--- config.mk ---
export PLATFORM = sky130hd
export DESIGN_NAME = uart_rx_parser
export DESIGN_NICKNAME = d
export VERILOG_FILES = /design/src/rtl/uart_ctrl_pkg.sv /design/src/rtl/uart_rx_parser.sv
export SDC_FILE = /design/constraint.sdc
export NUM_CORES = 1
export LEC_CHECK = 0
export CAP_MARGIN = 20
export CORE_ASPECT_RATIO = 0.6
export CORE_UTILIZATION = 32
export DETAILED_ROUTE_END_ITERATION = 7
export PLACE_DENSITY = 0.52
export SYNTH_ARGS = -nofsm -noshare
export SYNTH_HDL_FRONTEND = slang
export SYNTH_SLANG_ARGS = --single-unit
--- constraint.sdc ---
create_clock -name system_clock -period 7.8 [get_ports system_clock]
set_clock_uncertainty 0.05 [all_clocks]
set_input_delay 1.56 -clock system_clock [delete_from_list [all_inputs] [get_ports system_clock]]
set_output_delay 1.56 -clock system_clock [all_outputs]
set_load 0.005 [all_outputs]
--- src/rtl/uart_ctrl_pkg.sv ---
// Shared definitions for the UART controller pair: FSM state encoding and the
// ASCII framing characters that separate matrix bytes on the wire.
package uart_ctrl_pkg;

   typedef enum logic [2:0] {
      IDLE     = 3'd0,
      EXP_DATA = 3'd1,
      EXP_SP   = 3'd2,
      EXP_CR   = 3'd3,
      EXP_LF   = 3'd4,
      RESYNC   = 3'd5
   } state_t;

   localparam logic [7:0] ASCII_SP = 8'h20;
   localparam logic [7:0] ASCII_CR = 8'h0D;
   localparam logic [7:0] ASCII_LF = 8'h0A;

endpackage

--- src/rtl/uart_rx_parser.sv ---
// Parses an N x N byte matrix received as text rows (D SP D ... CR LF) into a matrix buffer.
// Define UART_RX_ROW_CHECK_EN to compare separators and re-receive a row after a mismatch.
module uart_rx_parser
   import uart_ctrl_pkg::*;
#(
   parameter int CNT_W = 16,
   parameter int MAX_N = 255
) (
   input  logic             system_clock,
   input  logic             rst,
   input  logic             clock_enable,
   input  logic             start,
   input  logic [14:0]      num_bytes,
   input  logic             rx_valid,
   input  logic [7:0]       rx_data,
   input  logic             rx_error,
   output logic             wr_en,
   output logic [CNT_W-1:0] wr_addr,
   output logic [7:0]       wr_data,
   output logic             busy,
   output logic             done,
   output logic [CNT_W-1:0] data_counter,
   output logic             format_error,
   output state_t           dbg_state_o
);

`ifdef UART_RX_ROW_CHECK_EN
   localparam bit ROW_CHECK = 1'b1;
`else
   localparam bit ROW_CHECK = 1'b0;
`endif

   state_t           state_q, state_d;
   logic [14:0]      n_q, n_d;
   logic [14:0]      col_q, col_d;
   logic [CNT_W-1:0] row_base_q, row_base_d;
   logic [CNT_W-1:0] cnt_q, cnt_d;
   logic             wr_en_q, wr_en_d;
   logic [CNT_W-1:0] wr_addr_q, wr_addr_d;
   logic [7:0]       wr_data_q, wr_data_d;
   logic             busy_q, busy_d;
   logic             done_q, done_d;
   logic             ferr_q, ferr_d;
   logic             sep_bad;
   logic             n_ok;
   logic [29:0]      total;
   logic [29:0]      cnt_ext;

   assign total   = 30'(n_q) * 30'(n_q);
   assign cnt_ext = 30'(cnt_q);
   assign n_ok    = (num_bytes != 15'd0) && ({17'd0, num_bytes} <= 32'(MAX_N));

   // Without row checking every separator slot accepts any byte (position only).
   function automatic logic sep_match(input logic [7:0] b, input logic [7:0] exp_b);
      return !ROW_CHECK || (b == exp_b);
   endfunction

   always_comb begin
      state_d    = state_q;
      n_d        = n_q;
      col_d      = col_q;
      row_base_d = row_base_q;
      cnt_d      = cnt_q;
      wr_en_d    = 1'b0;
      wr_addr_d  = wr_addr_q;
      wr_data_d  = wr_data_q;
      busy_d     = busy_q;
      done_d     = 1'b0;
      ferr_d     = ferr_q;
      sep_bad    = 1'b0;

      // wr_en/done are single-clock strobes even when clock_enable is sparse.
      if (clock_enable) begin
         if ((state_q != IDLE) && rx_valid && rx_error) begin
            ferr_d = 1'b1;
         end

         unique case (state_q)
            IDLE: begin
               if (start && n_ok) begin
                  n_d        = num_bytes;
                  col_d      = '0;
                  row_base_d = '0;
                  cnt_d      = '0;
                  ferr_d     = 1'b0;
                  busy_d     = 1'b1;
                  state_d    = EXP_DATA;
               end
            end
            EXP_DATA: begin
               if (rx_valid) begin
                  if (rx_error) begin
                     sep_bad = 1'b1;
                  end else begin
                     wr_en_d   = 1'b1;
                     wr_addr_d = cnt_q;
                     wr_data_d = rx_data;
                     cnt_d     = cnt_q + CNT_W'(1);
                     if (col_q == n_q - 15'd1) begin
                        col_d   = '0;
                        state_d = EXP_CR;
                     end else begin
                        col_d   = col_q + 15'd1;
                        state_d = EXP_SP;
                     end
                  end
               end
            end
            EXP_SP: begin
               if (rx_valid) begin
                  if (!rx_error && sep_match(rx_data, ASCII_SP)) state_d = EXP_DATA;
                  else                                           sep_bad = 1'b1;
               end
            end
            EXP_CR: begin
               if (rx_valid) begin
                  if (!rx_error && sep_match(rx_data, ASCII_CR)) state_d = EXP_LF;
                  else                                           sep_bad = 1'b1;
               end
            end
            EXP_LF: begin
               if (rx_valid) begin
                  if (!rx_error && sep_match(rx_data, ASCII_LF)) begin
                     if (cnt_ext == total) begin
                        done_d  = 1'b1;
                        busy_d  = 1'b0;
                        state_d = IDLE;
                     end else begin
                        row_base_d = cnt_q;
                        state_d    = EXP_DATA;
                     end
                  end else begin
                     sep_bad = 1'b1;
                  end
               end
            end
            RESYNC: begin
               if (rx_valid && !rx_error && (rx_data == ASCII_LF)) begin
                  col_d   = '0;
                  state_d = EXP_DATA;
               end
            end
            default: state_d = IDLE;
         endcase

         // A broken row is discarded whole; the sender repeats it after the next LF.
         if (sep_bad && ROW_CHECK) begin
            cnt_d   = row_base_q;
            col_d   = '0;
            state_d = RESYNC;
         end
      end
   end

   always_ff @(posedge system_clock) begin
      if (rst) begin
         state_q    <= IDLE;
         n_q        <= '0;
         col_q      <= '0;
         row_base_q <= '0;
         cnt_q      <= '0;
         wr_en_q    <= 1'b0;
         wr_addr_q  <= '0;
         wr_data_q  <= '0;
         busy_q     <= 1'b0;
         done_q     <= 1'b0;
         ferr_q     <= 1'b0;
      end else begin
         state_q    <= state_d;
         n_q        <= n_d;
         col_q      <= col_d;
         row_base_q <= row_base_d;
         cnt_q      <= cnt_d;
         wr_en_q    <= wr_en_d;
         wr_addr_q  <= wr_addr_d;
         wr_data_q  <= wr_data_d;
         busy_q     <= busy_d;
         done_q     <= done_d;
         ferr_q     <= ferr_d;
      end
   end

   assign wr_en        = wr_en_q;
   assign wr_addr      = wr_addr_q;
   assign wr_data      = wr_data_q;
   assign busy         = busy_q;
   assign done         = done_q;
   assign data_counter = cnt_q;
   assign format_error = ferr_q;
   assign dbg_state_o  = state_q;

endmodule

Word level (Yosys, flattened, before mapping) --
Index checks and enable logic that the tools add are counted.
Storage, ports and cells: output and inout bits 47, word-level logic and storage cells 93, bits of input ports 29, bits in registers 77
Operators by class: bitwise operators 5, add/sub/neg operators 3, multipliers 1, eq/ne operators 19, reductions and logical operators 21, order comparisons 1, muxes and demuxes 33
Operator list (count):
- 15-bit 2-to-1 mux | 5
- 16-bit 2-to-1 mux | 3
- 15-bit case mux with 3 select lines | 1
- 16-bit case mux with 2 select lines | 1
- 16-bit by 30-bit equality test with 1-bit output | 1
- 15-bit by 15-bit multiplier with 30-bit output | 1
- 3-bit 2-to-1 mux | 10
- 2-bit inequality test, second input constant | 11
- 3-bit case mux with 6 select lines | 1
- 16-bit by 1-bit adder with 16-bit output, second input constant | 1
- 15-bit by 1-bit adder with 15-bit output, second input constant | 1
- 15-bit equality test | 1
- 15-bit by 8-bit less-or-equal comparator with 1-bit output, second input constant | 1
- 15-bit nonzero test | 1
- 15-bit by 1-bit subtractor with 15-bit output, second input constant | 1
- 6-bit AND reduction | 2
- 1-bit 2-to-1 mux | 11
- 11-bit AND reduction | 1
- 8-bit by 4-bit equality test with 1-bit output, second input constant | 1
- 3-bit by 2-bit equality test with 1-bit output, second input constant | 2
- 3-bit equality test, second input constant | 2
- 1-bit logical AND | 6
- 3-bit nonzero test | 2
- 1-bit inverter | 5
- other kinds (10) | 11

Depth between registers and ports, before layout --
depth in word-level cells 6, depth in mapped cells 25, mapped depth without buffers 22

Least setup slack after synthesis --
Ideal clock, no wire load.
kind register -> register, start register n_q[3], end register done_q, in the netlist done, data arrival time 6.635 ns, library setup time 0.087 ns, slack 1.028 ns, data required time 7.663 ns, period minus slack after synthesis 6.772 ns, stages on the path, launching flop included 22, path buffers 3, path through dfxtp_1 clkbuf_1 clkbuf_1 nand2_1 fa_1 fa_1 fa_1 fa_1 fa_1 fa_1 inv_1 ha_1 buf_2 a21oi_1 o21ai_1 o311a_4 and4_4 a2111oi_4 and3_1 nand4_1 nor4_2 nor4b_4
On the way: cells in the longest elaborated chain, start to end 3
Ends and longest elaborated chain:
- start, declared | RTL line uart_rx_parser.sv:34 | logic [14:0] n_q, n_d;
- start signal, assigned | RTL line uart_rx_parser.sv:170 | n_q <= n_d;
- 15-bit by 15-bit multiplier with 30-bit output | RTL line uart_rx_parser.sv:49 | assign total = 30'(n_q) * 30'(n_q);
- 16-bit by 30-bit equality test with 1-bit output | RTL line uart_rx_parser.sv:124 | if (cnt_ext == total) begin
- 1-bit 2-to-1 mux | RTL line uart_rx_parser.sv:124
- end signal, assigned | RTL line uart_rx_parser.sv:178 | done_q <= done_d;
- end, declared | RTL line uart_rx_parser.sv:42 | logic done_q, done_d;
No other way between the ends. A chain may end at the register's enable or synchronous reset.

Final worst setup path --
start register n_q[8], end register done_q, in the netlist done
The elaborated chain is that of the path after synthesis.

==> results.sh <==
export IMPL_status="complete, no violations"
export IMPL_place_area_um2=11440
export IMPL_end_kind="flop"
export IMPL_overflow=0
export IMPL_synth_ff_type="dfxtp_1"
export IMPL_rsz0062_at_grt="no"
export IMPL_hold_start="wr_data[5]$_SDFFE_PP0P_"
export IMPL_required_ns=8.02
export IMPL_num_io_pins=76
export IMPL_rrSetupSlack_ns=0.45
export IMPL_yosys_warnings=0
export IMPL_async_flop_share_pct=0
export IMPL_synth_edf_count=0
export IMPL_port_buffers=75
export IMPL_min_path_type="reg2reg"
export IMPL_yosysMostFrequentCell="inv_1"
export IMPL_n_antenna_cell=0
export IMPL_path_class="reg2reg"
export IMPL_period_minus_slack_ns=7.347
export IMPL_rows=50
export IMPL_cp_start_kind="flop"
export IMPL_grt_pass1_wl_um=47770
export IMPL_worstHoldPathCells=2
export IMPL_rr_startpoint="n_q[8]$_SDFFE_PP0P_"
export IMPL_synth_common_cells="inv_1 (173), nand2_1 (147), fa_1 (139)"
export IMPL_yosysSeqAreaShare_pct=15.02
export IMPL_grt_pass1_vias=8348
export IMPL_initial_core_util_pct=32.75
export IMPL_r2r_cells=20
export IMPL_power_uw=888.6
export IMPL_p_per_area_nw_per_um2=75.51
export IMPL_stdcell_area_um2=11770
export IMPL_clk_latency_ns=0.36
export IMPL_finalSetupViolCount=0
export IMPL_synthesis_nets=1454
export IMPL_drtIter0Drc=641
export IMPL_final_max_slew_viol_count=0
export IMPL_crit_start="n_q[8]$_SDFFE_PP0P_"
export IMPL_ys_types=84
export IMPL_total_leakage_power_nw=4.856
export IMPL_hold_viol_final=0
export IMPL_via_per_inst=5.001
export IMPL_avgSynthCellArea_um2=8.596
export IMPL_ant_nets=0
export IMPL_drive_gt1_share_pct=4.988
export IMPL_cap_violations=0
export IMPL_final_nets=1498
export IMPL_clockBufferDepth=2
export IMPL_min_period_over_period_pct=94.20
export IMPL_grt_max_degree=45
export IMPL_syn2layout_area_growth_pct=14.67
export IMPL_die_w_um=233.2
export IMPL_synth_top_area_cell="fa_1"
export IMPL_synth_seq_cells=77
export IMPL_gp_congestion=0.9363
export IMPL_wire_per_inst_um=18.04
export IMPL_ir_drop_mv=0.09263
export IMPL_h_tree_depth=3
export IMPL_cts_buffers=9
export IMPL_netlist_instances=1194
export IMPL_tightest_slew_ns=1.075
export IMPL_slew_headroom_pct=28.33
export IMPL_postCtsHoldBufs=0
export IMPL_antenna_found_initial=0
export IMPL_route_detailed_drc=0
export IMPL_grt_usage_pct=19.02
export IMPL_hpwl_um=24670
export IMPL_clockRootBuffer="clkbuf_16"
export IMPL_dr_total_vias=8296
export IMPL_die_h_um=140.7
export IMPL_fmax_mhz=136.1
export IMPL_worstPathArrival_ns=7.57
export IMPL_path_clk_slew_ns=0.07
export IMPL_fin_setup_tns_ns=0
export IMPL_dieArea_um2=32820
export IMPL_synth_area_um2=10260
export IMPL_netlist_area_leader_share_pct=27.11
export IMPL_core_um2=31340
export IMPL_utilization_pct=37.55
export IMPL_cp_max_fo=10
export IMPL_drt_wl_total_um=29930
export IMPL_first_pass_iters=5
export IMPL_cts_sinks=77
export IMPL_cts_tree="done"
export IMPL_fillerInstances=3177
export IMPL_synth_area_leaders="fa_1 (27%), dfxtp_1 (15%), ha_1 (11%)"
[power breakdown]
group          switching (mW)  internal (mW)
Clock                   0.194          0.270
Sequential           0.000406          0.393
Combinational          0.0148         0.0161
[cell usage in the layout, fill, tap and decap left out, drive strengths merged, types with 4 or more instances in the layout]
cell type | synthesis | final
a211oi | 10 | 10
a21o | 7 | 7
a21oi | 50 | 50
a221oi | 4 | 4
a31oi | 7 | 7
and2 | 36 | 36
and3 | 12 | 12
and4 | 6 | 6
buf | 5 | 20
clkbuf | 57 | 11
clkdlybuf4s50 | 0 | 75
clkinv | 1 | 4
dfxtp | 77 | 77
fa | 139 | 139
ha | 92 | 92
inv | 173 | 174
mux2 | 5 | 5
mux2i | 10 | 10
nand2 | 147 | 147
nand2b | 9 | 9
nand3 | 18 | 18
nand4 | 15 | 15
nor2 | 105 | 105
nor2b | 4 | 4
nor3 | 15 | 15
nor3b | 4 | 4
nor4 | 8 | 8
o211ai | 6 | 6
o21a | 5 | 5
o21ai | 24 | 24
o31ai | 4 | 4
or3 | 5 | 5
or4 | 4 | 4
xnor2 | 47 | 47
xor2 | 31 | 31
[repair_timing]
action	in CTS	in global routing
endpoints found under the setup margin	0	2
endpoints found under the hold margin	0	0
resized for setup	0	2
setup buffers	0	0
[registers in the layout, summed over array words and instances (netlist names)]
name / count
wr_addr: 16
data_counter: 16
col_q: 15
busy: 1
done: 1
wr_en: 1
wr_data: 8
n_q: 15
format_error: 1
dbg_state_o: 3
[worst paths after layout]
path | endpoint
worst min-delay path | wr_data[5]$_SDFFE_PP0P_
worst max-delay path | done$_SDFF_PP0_
worst max register to register | done$_SDFF_PP0_
worst min register to register | wr_data[5]$_SDFFE_PP0P_
[layer usage]
| layer | wire length, um | global-route usage (%) | up-vias |
|---|---|---|---|
| met4 | 160 | 2.855 | 0 |
| li1 | - | - | 3967 |
| met5 | 0 | 0 | - |
| met1 | 16240 | 30.71 | 4094 |
| met2 | 11240 | 24.16 | 224 |
| met3 | 2288 | 5.704 | 11 |
[critical path: stages (launching register included)]
cell and delay [ns]:
dfxtp_1 0.60, inv_1 0.30, nor2_1 0.29, fa_1 0.46, inv_1 0.08, fa_1 0.43
fa_1 0.50, fa_1 0.47, fa_1 0.51, fa_1 0.56, inv_1 0.05, ha_1 0.39
a21oi_1 0.54, o21ai_1 0.21, o311a_4 0.37, and4_4 0.20, a2111oi_4 0.26, and3_1 0.23
nand4_1 0.16, nor4_4 0.35, nor4b_4 0.25
[through the flow]
stage          hold WS, ns  worst slack, ns  instances
3_5_place_dp        0.3966           0.3811       1643
3_3_place_gp        0.3920           0.3493       1643
5_1_grt             0.4270          0.07006       1659
2_1_floorplan       0.4027            1.028       1194
6_report            0.4067           0.4526       1659
4_1_cts             0.4050           0.3153       1659
[final cells by class]
| cell class | instances | area [um^2] | share of cell area [%] |
|---|---|---|---|
| Tap cell | 416 | 520.5 | 4.423 |
| Clock inverter | 5 | 67.56 | 0.5741 |
| Timing Repair Buffer | 95 | 900.9 | 7.655 |
| Clock buffer | 11 | 252.7 | 2.148 |
| Sequential cell | 77 | 1543 | 13.11 |
| Multi-Input combinational cell | 881 | 7831 | 66.54 |
| Inverter | 174 | 653.1 | 5.550 |
[cell families after synthesis]
| family | synth area share (%) |
|---|---|
| AND/OR/NAND/NOR | 18.59 |
| multiplexers | 1.524 |
| flip-flops | 15.02 |
| AO/OA/AOI/OAI | 10.90 |
| XOR/XNOR | 6.875 |
| adder cells (fa/ha/maj) | 38.33 |
| buffers and inverters | 8.765 |
Power figures use the tool's default switching activity.
==> RTL edit (config.mk and constraints unchanged) <==
Register the input `rx_data` before use. The logic sees it one clock later. The other inputs are not delayed to match.
--- a/src/rtl/uart_rx_parser.sv
+++ b/src/rtl/uart_rx_parser.sv
@@ -23,6 +23,12 @@
    output logic             format_error,
    output state_t           dbg_state_o
 );
+
+   logic [7:0] rx_data_q;
+
+   always_ff @(posedge system_clock) begin
+      rx_data_q <= rx_data;
+   end
 
 `ifdef UART_RX_ROW_CHECK_EN
    localparam bit ROW_CHECK = 1'b1;
@@ -94,7 +100,7 @@
                   end else begin
                      wr_en_d   = 1'b1;
                      wr_addr_d = cnt_q;
-                     wr_data_d = rx_data;
+                     wr_data_d = rx_data_q;
                      cnt_d     = cnt_q + CNT_W'(1);
                      if (col_q == n_q - 15'd1) begin
                         col_d   = '0;
@@ -108,19 +114,19 @@
             end
             EXP_SP: begin
                if (rx_valid) begin
-                  if (!rx_error && sep_match(rx_data, ASCII_SP)) state_d = EXP_DATA;
+                  if (!rx_error && sep_match(rx_data_q, ASCII_SP)) state_d = EXP_DATA;
                   else                                           sep_bad = 1'b1;
                end
             end
             EXP_CR: begin
                if (rx_valid) begin
-                  if (!rx_error && sep_match(rx_data, ASCII_CR)) state_d = EXP_LF;
+                  if (!rx_error && sep_match(rx_data_q, ASCII_CR)) state_d = EXP_LF;
                   else                                           sep_bad = 1'b1;
                end
             end
             EXP_LF: begin
                if (rx_valid) begin
-                  if (!rx_error && sep_match(rx_data, ASCII_LF)) begin
+                  if (!rx_error && sep_match(rx_data_q, ASCII_LF)) begin
                      if (cnt_ext == total) begin
                         done_d  = 1'b1;
                         busy_d  = 1'b0;
@@ -135,7 +141,7 @@
                end
             end
             RESYNC: begin
-               if (rx_valid && !rx_error && (rx_data == ASCII_LF)) begin
+               if (rx_valid && !rx_error && (rx_data_q == ASCII_LF)) begin
                   col_d   = '0;
                   state_d = EXP_DATA;
                end
Behaviour: not the same (a bounded check fails within 4 cycles, from zero or initial values and one cycle with rst high).
==> RTL edit against the original RTL <==
Utilization is 0.35 points lower; sequential cell count increased by 8; power grew 5.1%; combinational power up 6.5%; worst hold slack got worse by 2.2 ps; count of clock-buffer cells in the layout is 1 lower; synthesized area increased by 5.5%; worst setup slack better by 30 ps; fmax is 0.42% higher; cell area grew 3.9%; routed wire length is 5.8% higher; die area rose by 5.4%; sequential share of layout area increased by 0.81 points; largest cell class unchanged; largest power group unchanged; highest routed layer unchanged.
==> RTL edit: results (changes against the original RTL) <==
Adder-Cell Fraction of Synth Area: 0.3634 (-0.01985)
Peak supply drop: 0.1055 mV (+14%)
Seq/Total Area, Yosys: 0.1572 (+0.007018)
Post-DP HPWL: 26510 µm (+7.5%)
Area contributors post-synth: fa_1, dfxtp_1, ha_1, inv_1, nand2_1
Status: complete, no violations
Post_cts resized: 0 (unchanged)
Syn_nets: 1542 (+6.1%)
Arrival @ worst endpoint: 7530 ps (-40 ps)
GR Util All Layers: 0.1930 (+0.002762)
Worst skew pair latency: 360 ps (about the same)
Share of layout cells above drive strength 1: 0.04348 (-0.006401)
Worst-path fanout max: 12 (+2)
GR Util met1: 0.3161 (+0.008992)
Start of the worst register-to-register path: n_q[0]$_SDFFE_PP0P_
Detailed Route Iter0 Violations: 656 (+2.3%)
Final-stage net count: 1566 (+4.5%)
P_leak: 4.877 nW (+0.43%)
Post-Synth XOR/XNOR Area: 0.05791 (-0.01084)
Met2 usage: 0.2370 (-0.004610)
RR Endpoint: done$_SDFF_PP0_
Hold EP: wr_data[0]$_SDFFE_PP0P_
FFs w/ async S/R, synth: 0 (unchanged)
Synth cell types: 78 (-7.1%)
Largest net degree at the start of global routing: 50 (+11%)
Clock root buffer: clkbuf_16
Fillers: 3375 (+6.2%)
Reg2Reg Setup Slack: 480 ps (+30 ps)
Via count: 8786 (+5.9%)
Mux share of post-synthesis cell area: 0.01063 (-0.004604)
Slew Limit Headroom: 0.3287 (+0.04543)
Final Wtd Congestion: 0.9612 (+2.7%)
Final wirelength: 31680 µm (+5.8%)
Number of global-route vias before repair: 8745 (+4.8%)
M3 GR Usage: 0.05535 (-0.001685)
Min-delay src: wr_data[0]$_SDFFE_PP0P_
Compound-Gate Fraction of Synth Area: 0.1131 (+0.004066)
-- RTL edit: changes by cell type in the layout (fill, tap and decap cells not counted), moves of 10 or more --
cell	delta
o21ai_0	+13
nor2_1	-19
nand2_1	+15
a21oi_1	+19
nor4_1	+10
nand3_1	+12
-- RTL edit: final cells by class --
class	count	share of cell area
sequential	85	0.1392
timing repair buffer	91	0.07083
clock inverter	6	0.006141
clock buffer	10	0.01955
inverter	173	0.05312
multi-input combinational	946	0.6651
tap	450	0.04606
-- RTL edit: metrics by stage --
step	hold slack, ps	instance area, µm²	cells	total power, mW	worst slack (ps)
floorplan	376.6	10820	1282	0.4608	1364
global placement	393.5	11910	1745	0.4807	680.6
detailed placement	395.9	11910	1745	0.4807	554.6
CTS	406.3	12220	1761	0.9460	539.6
global route	427.5	12220	1761	0.9709	10.38
finish	404.4	12220	1761	0.9335	483.1
-- RTL edit: kinds of logic after synthesis --
logic type,Yosys count
AND/OR/NAND/NOR,444
flip-flops,85
AO/OA/AOI/OAI,190
XOR/XNOR,70
adder cells (fa/ha/maj),231
multiplexers,11
buffers and inverters,251
-- RTL edit: worst max-delay path by stage --
stage                               startpoint              end  slack [ps]  depth (start not counted)
after floorplan            n_q[3]$_SDFFE_PP0P_  done$_SDFF_PP0_        1360                         20
after CTS                  n_q[0]$_SDFFE_PP0P_  done$_SDFF_PP0_         540                         20
after global routing      n_q[12]$_SDFFE_PP0P_  done$_SDFF_PP0_          10                         19
after global placement     n_q[2]$_SDFFE_PP0P_  done$_SDFF_PP0_         680                         21
final                      n_q[0]$_SDFFE_PP0P_  done$_SDFF_PP0_         480                         20
after detailed placement   n_q[0]$_SDFFE_PP0P_  done$_SDFF_PP0_         550                         19
-- RTL edit: power breakdown --
part / internal, mW / switching (mW) / total (mW) / leakage [nW]
logic: 0.0162 / 0.0168 / 0.0330 / 4.04
registers: 0.436 / 0.00182 / 0.438 / 0.687
clock network: 0.263 / 0.200 / 0.463 / 0.152
total: 0.715 / 0.218 / 0.934 / 4.88
-- RTL edit: layer usage --
metal	vias to the layer above	routed length [µm]
met4	0	411
met1	4232	17700
li1	4253	-
met5	-	0
met3	28	2536
met2	273	11030
-- RTL edit: critical path, cell delays in order, from the launching register on --
cell and delay, ps:
dfxtp_1 660, buf_4 290, inv_1 160, nor2_1 190
fa_1 440, inv_1 90, fa_1 430, fa_1 510
fa_1 500, fa_1 430, fa_1 530, inv_1 50
ha_1 430, a21oi_1 150, o21ai_0 510, a21oi_1 230
a22oi_1 210, a32oi_1 70, nor4_1 580, nand2_1 340
nor4_1 330
